### src/rtl/kaiser_br_pkg.sv
// kaiser_br_pkg: shared condition codes and delayed-branch record for the branch resolver
package kaiser_br_pkg;
  typedef enum logic [2:0] {NV, AL, EQ, NE, LT, LE, GT, GE} cond_t;
  localparam logic [7:0] B_ABS_PREFIX = 8'b001_00_000;
  typedef struct packed {
    logic       valid;
    logic       slot;
    cond_t      cond;
    logic [7:0] dest;
  } dbr_rec_t;
endpackage

### src/rtl/br_cond_eval.sv
// br_cond_eval: combinational branch-condition evaluation against N/V/Z flags
module br_cond_eval
  import kaiser_br_pkg::*;
(
  input  cond_t cond,
  input  logic  N,
  input  logic  V,
  input  logic  Z,
  output logic  take
);
  logic lt;
  always_comb begin
    lt = N ^ V;
    take = cond == AL ? 1'b1 :
           cond == EQ ? Z :
           cond == NE ? !Z :
           cond == LT ? lt :
           cond == LE ? lt | Z :
           cond == GT ? !lt & !Z :
           cond == GE ? !lt : 1'b0;
  end
endmodule

### src/rtl/delayed_branch_resolver.sv
// delayed_branch_resolver: queues delayed branch halves, resolves at head, flushes and injects goto-dest.
// Optional DBR_STATS_EN adds saturating stat_resolved/stat_hits counters.
module delayed_branch_resolver
  import kaiser_br_pkg::*;
#(
  parameter int DEPTH = 2,
  parameter int PC_W  = 9
) (
  input  logic            clk,
  input  logic            rst_n,
  input  logic            advance,
  input  logic            p0_is_b,
  input  logic            p1_is_b,
  input  logic [15:0]     p0_delayed_B_in,
  input  logic [2:0]      p0_delayed_cond,
  input  logic [15:0]     p1_delayed_B_in,
  input  logic [2:0]      p1_delayed_cond,
  input  logic            N,
  input  logic            V,
  input  logic            Z,
  output logic            flush,
  output logic            p0_do_delayed_B,
  output logic            p1_do_delayed_B,
  output logic [15:0]     inject_IR,
  output logic [PC_W-1:0] redirect_pc
`ifdef DBR_STATS_EN
  ,
  output logic [15:0]     stat_resolved,
  output logic [15:0]     stat_hits
`endif
);
  localparam logic [1:0] S_IDLE = 2'd0, S_HIT = 2'd1, S_INJECT = 2'd2;
  logic [1:0] state;
  dbr_rec_t q [DEPTH];
  dbr_rec_t head, cap;
  logic take, eval, hit, slot_r;
  logic [7:0] dest_r;
  assign head = q[DEPTH-1];
  br_cond_eval u_eval (.cond(head.cond), .N(N), .V(V), .Z(Z), .take(take));
  // p1 is dead whenever p0 branches, so p0 has priority
  always_comb begin
    cap = p0_is_b ? dbr_rec_t'{1'b1, 1'b0, cond_t'(p0_delayed_cond), p0_delayed_B_in[7:0]} :
          p1_is_b ? dbr_rec_t'{1'b1, 1'b1, cond_t'(p1_delayed_cond), p1_delayed_B_in[7:0]} : '0;
    eval = state == S_IDLE && advance && head.valid;
    hit = eval && take;
  end
  always_ff @(posedge clk or negedge rst_n)
    if (!rst_n) begin
      state <= S_IDLE;
      for (int i = 0; i < DEPTH; i++) q[i] <= '0;
      slot_r <= 1'b0;
      dest_r <= '0;
    end else begin
      if (hit || state != S_IDLE) for (int i = 0; i < DEPTH; i++) q[i] <= '0;
      else if (advance) begin
        q[0] <= cap;
        for (int i = 1; i < DEPTH; i++) q[i] <= q[i-1];
      end
      if (hit) begin
        slot_r <= head.slot;
        dest_r <= head.dest;
      end
      state <= hit ? S_HIT :
               state == S_HIT ? S_INJECT :
               state == S_INJECT && advance ? S_IDLE : state;
    end
  assign flush = state == S_HIT;
  assign p0_do_delayed_B = state == S_INJECT && !slot_r;
  assign p1_do_delayed_B = state == S_INJECT && slot_r;
  assign inject_IR = state == S_INJECT ? {B_ABS_PREFIX, dest_r} : '0;
  assign redirect_pc = state == S_INJECT ? PC_W'({dest_r[7:1], 1'b0}) : '0;
`ifdef DBR_STATS_EN
  always_ff @(posedge clk or negedge rst_n)
    if (!rst_n) begin
      stat_resolved <= '0;
      stat_hits <= '0;
    end else begin
      if (eval && !(&stat_resolved)) stat_resolved <= stat_resolved + 16'd1;
      if (hit && !(&stat_hits)) stat_hits <= stat_hits + 16'd1;
    end
`endif
endmodule

### config.mk
export PLATFORM = sky130hd
export DESIGN_NAME = delayed_branch_resolver
export DESIGN_NICKNAME = d
export VERILOG_FILES = /design/src/rtl/kaiser_br_pkg.sv /design/src/rtl/br_cond_eval.sv /design/src/rtl/delayed_branch_resolver.sv
export SDC_FILE = /design/constraint.sdc
export NUM_CORES = 1
export LEC_CHECK = 0
export ABC_AREA = 1
export CAP_MARGIN = 20
export CORE_MARGIN = 4
export CORE_UTILIZATION = 44
export DETAILED_ROUTE_END_ITERATION = 10
export PLACE_DENSITY = 0.79
export SETUP_SLACK_MARGIN = 0.4
export SLEW_MARGIN = 20
export SYNTH_ARGS = -nofsm -noshare
export SYNTH_HDL_FRONTEND = slang
export SYNTH_HIERARCHICAL = 1
export SYNTH_SLANG_ARGS = --single-unit
export TNS_END_PERCENT = 20
### constraint.sdc
create_clock -name clk -period 1.8 [get_ports clk]
set_input_delay 0.36 -clock clk [delete_from_list [all_inputs] [get_ports clk]]
set_output_delay 0.36 -clock clk [all_outputs]
set_load 0.1 [all_outputs]
Word-level counts from Yosys, hierarchy flattened
Index checks and enable logic that the tools add are counted.

storage, ports and cells
  word-level logic and storage cells = 53
  output and inout bits = 28
  register bits after elaboration = 37
  bits of input ports = 46

operators by class
  reduce and logical (&&, ||, !) cells = 14
  mux-type cells = 16
  equality and inequality tests = 9
  bitwise logic cells = 3

operator list
  kind                  number
  $mux W26              2
  $mux W13              2
  $mux W14              1
  $eq A3 B3 Y1 const B  4
  $mux W8               1
  $mux W1               7
  $eq A3 B2 Y1 const B  2
  $logic_and A1 B1 Y1   6
  $mux W2               3
  $reduce_bool A2 Y1    2
  $eq A3 B1 Y1 const B  1
  $logic_not A1 Y1      3
  $reduce_bool A3 Y1    1
  $eq A2 B1 Y1 const B  1
  $eq A2 B2 Y1 const B  1
  $logic_not A2 Y1      1
  $and A1 B1 Y1         1
  $logic_or A1 B1 Y1    1
  $or A1 B1 Y1          1
  $xor A1 B1 Y1         1

Logic depth before layout (Yosys ltp)
  depth after elaboration = 12
  depth in mapped cells = 11

Modules after synthesis
Netlist, hierarchy kept.

modules (own cells, without submodules)
  module                   times used  area each (um^2)  sequential area each (um^2)  cells each
  delayed_branch_resolver  1           1930.6            925.9                        238
  br_cond_eval             1           75.1              0.0                          18

Worst setup path before layout
No wires, ideal clock.

  path type = register to output
  start point = reg state[1]
  end point = out redirect_pc[1]
  setup slack = -2425 ps
  arrival time = 3865 ps
  stages on the path, launching flop included = 6
  path through = dfrtp_1 inv_1 nor2_1 inv_2 nor2_1 buf_4

on the way
  cells in the longest elaborated chain, start to end = 2

ends and longest elaborated chain
  item                    line                           text
  start, declared         delayed_branch_resolver.sv:33  logic [1:0] state;
  start signal, assigned  delayed_branch_resolver.sv:63  state <= hit ? S_HIT :
  $eq A2 B2 Y1            delayed_branch_resolver.sv:71  assign redirect_pc = state == S_INJECT ? PC_W'({dest_r[7:1], 1'b0}) : '0;
  $mux W8                 delayed_branch_resolver.sv:71
  end, declared           delayed_branch_resolver.sv:25  output logic [PC_W-1:0] redirect_pc

Every way passes these cells.

Worst setup path in the final report
  start point = reg state[0]
  end point = out redirect_pc[5]

The elaborated chain is that of the path after synthesis.

==> results.py <==
metrics = {
    "status": {
        "status": "completed",
    },
    "critical_path": {
        "slowest_delay_ps": 420,
        "cp.arrival_ps": 1310,
        "cp-start-kind": "flip-flop",
        "timing.rr.start": "state[0]",
        "startpoint": "state[0]",
        "critPathTopFamily": "flip-flops",
        "critPathCaptureType": "primary output",
        "worstPathRequired_ps": 1440,
        "critical_path.slowest_cell": "dfrtp_2",
        "cp_max_fo": 10,
        "cp_common_cell": "nor2_4",
        "path_cells": "nor2_4 > inv_6 > nor2_4 > buf_12",
        "critical_path_class": "flip-flop to primary output",
        "critPathBufInv": 2,
    },
    "place": {
        "hpwl_um": 2850,
        "place_area_um2": 2718,
        "portBuffers": 48,
        "gp_congestion": 0.7685,
    },
    "final_layout": {
        "design_area_um2": 2895,
        "num_antenna_cells": 0,
        "fill_cells": 361,
        "post-route-util_pct": 66.04,
        "fin_nets": 348,
        "syn2layout_area_growth_pct": 44.35,
        "drive_gt1_share_pct": 23.84,
    },
    "synth": {
        "synth-seq-cells": 37,
        "ys_async_sr_fraction_pct": 100.0,
        "yosysMostFrequentCell": "nand2_1",
        "synth_area_um2": 2006,
        "ys_seq_area_share_pct": 46.16,
        "ys_types": 20,
        "synth_common_cells": "nand2_1 (49), dfrtp_1 (37), inv_1 (37), nor2_1 (31), a21oi_1 (26)",
        "postSynthCellCount": 256,
        "synth_largest_area_cell": "dfrtp_1",
        "syn_area_per_cell_um2": 7.835,
        "yosysWarnings": 6,
        "synthTopCellsByArea": "dfrtp_1 (46%), nand2_1 (9.2%), buf_4 (7.9%)",
        "yosys_most_used_dff": "dfrtp_1",
        "synth-edff-count": 0,
        "synth.top_cell.area_share_pct": 46.16,
    },
    "power": {
        "swShare_pct": 25.87,
        "pwr-share-seq_pct": 50.9,
        "p_int_mw": 1.210,
        "combPwrFrac_pct": 14.1,
        "p_leak_nw": 1.227,
        "peakVddDrop_mv": 0.4141,
        "p_clk_share_pct": 35.0,
        "p_switching_mw": 0.4223,
        "powerDensity_nw_per_um2": 563.9,
    },
    "detailed_routing": {
        "firstDrtPassIters": 4,
        "routedWlPerCell_um": 11.75,
        "post-route-drc-count": 0,
        "viasPerCell": 4.912,
        "drtAntennaViolNets": 0,
        "drt_iter0_drc": 100,
        "drt-total-wl_um": 4159,
        "vias": 1739,
    },
    "clock_network": {
        "tritoncts": "yes",
        "h-tree-depth": 2,
        "root_buffer": "clkbuf_8",
        "insertion_delay_ps": 280,
        "cts_buffer_depth": 2,
        "cts_sinks": 37,
        "hold_buffers": 0,
        "clk_pin_slew_worst_paths_ps": 70,
        "cts_buffers": 5,
    },
    "global_route": {
        "grt_pass1_vias": 1530,
        "grt_max_degree": 49,
        "gr-total-overflow": 0,
        "antenna_found_initial": 0,
        "grt_pass1_wl_um": 6651,
        "grt_usage_pct": 15.37,
    },
    "floorplanning": {
        "design.core.area_um2": 4384,
        "rows": 24,
        "ios": 74,
        "die_w_um": 75.52,
        "die_area_um2": 5703,
        "start_util_pct": 45.75,
        "die_h_um": 75.52,
    },
    "timing": {
        "report.final.hold_viol_count": 0,
        "min_period_ps": 1671,
        "setup_tns_ps": 0,
        "slew_viol_final": 0,
        "whs_ps": 31.49,
        "rsz0062_at_grt": "true",
        "fmax_mhz": 598.5,
        "fin_crit_sh_pct": 92.83,
        "skew_ps": 4.443,
        "setup_violations": 0,
    },
    "job": {
        "cap_violations": 0,
    },
    "min_path": {
        "timing.hold.worst.class": "input pin to asynchronous set/reset pin",
    },
}
[what timing repair did]
| action | CTS | global route |
|---|---|---|
| hold endpoints to repair | 0 | 0 |
| endpoints found under the setup margin | 55 | 55 |
| setup buffers | 3 | 0 |
| resized for setup | 1 | 12 |
| cloned | 0 | 3 |
| pin swaps | 8 | 4 |
[state kept, by name, indices dropped and copies added, names as in the netlist]
signal and flops:
head 13, q 13, dest_r 8, state 2, slot_r 1
[per-stage QoR]
step | cells | total power [mW] | setup WS [ps]
3_3_place_gp | 341 | 1.077 | -89.56
5_1_grt | 354 | 1.704 | 63.18
4_1_cts | 351 | 1.647 | 112.9
3_5_place_dp | 341 | 1.078 | -142.6
6_report | 354 | 1.633 | 129.0
2_1_floorplan | 264 | 0.9965 | -590.0
[worst register-to-register path, delay by kind of cell, from the launching register on]
kind	cells	cell delay (ps)
buf+inv	2	350
flops	1	420
simple gates	1	270
compound gates	2	270
[area by class of cell]
cell class,instances,area (um^2),share of cell area [%]
flip-flops and latches,37,927.1,32.02
well taps,52,65.06,2.247
clock buffers,7,86.33,2.982
multi-input cells,162,888.4,30.68
inverters,40,157.7,5.445
repair buffers,56,770.7,26.62
[power groups by stage]
stage	clock network [mW]	registers (mW)	logic [mW]
after floorplan	0	0.847	0.149
after global placement	0	0.847	0.230
after detailed placement	0	0.847	0.232
after CTS	0.584	0.831	0.232
after global routing	0.626	0.830	0.248
final	0.571	0.831	0.230
[per-layer routing]
layer | GRT usage [%] | routed length (um) | vias to the layer above
li1 | - | - | 879
met1 | 20.30 | 1755 | 803
met2 | 24.54 | 2110 | 53
met3 | 4.749 | 250 | 4
met4 | 4.272 | 42 | 0
met5 | 0 | 0 | -
[cells by family (layout without fill, tap and decap cells)]
family,Yosys count,count (layout),share of synthesized area [%]
AOI/OAI and AO/OA,41,41,12.48
buffers and inverters,68,103,17.28
DFF,37,37,46.16
other,1,9,0.1870
and+or+nand+nor,109,112,23.89
[placed cells by master (no fill, tap or decap), types with 3 or more instances in the layout]
cell type / synthesis / layout
nor2_4: 1 / 9
o21ai_2: 9 / 9
inv_1: 37 / 35
a21oi_1: 26 / 26
buf_12: 0 / 22
inv_2: 3 / 3
nor2_1: 31 / 20
clkbuf_8: 0 / 6
nand2_2: 1 / 6
nand3_1: 15 / 15
nand2_1: 49 / 44
nor2_2: 0 / 3
nand3_4: 1 / 3
dfrtp_1: 37 / 36
conb_1: 1 / 9
buf_4: 21 / 5
clkdlybuf4s50_1: 0 / 25
dlymetal6s2s_1: 0 / 3
nand4_1: 11 / 11
o21ai_0: 4 / 4
[worst paths after layout]
| check | endpoint | slack [ps] | cells past startpoint |
|---|---|---|---|
| setup / recovery | redirect_pc[5] | 130 | 4 |
| hold / removal | dest_r[2] | 30 | 2 |
| setup reg to reg | q[22] | 410 | 5 |
| hold reg to reg | dest_r[3] | 490 | 2 |
| max in group asynchronous | state[0] | 1580 | 2 |
| min in group clk | dest_r[3] | 490 | 2 |
Note: power is estimated with default switching activity, not from simulation.
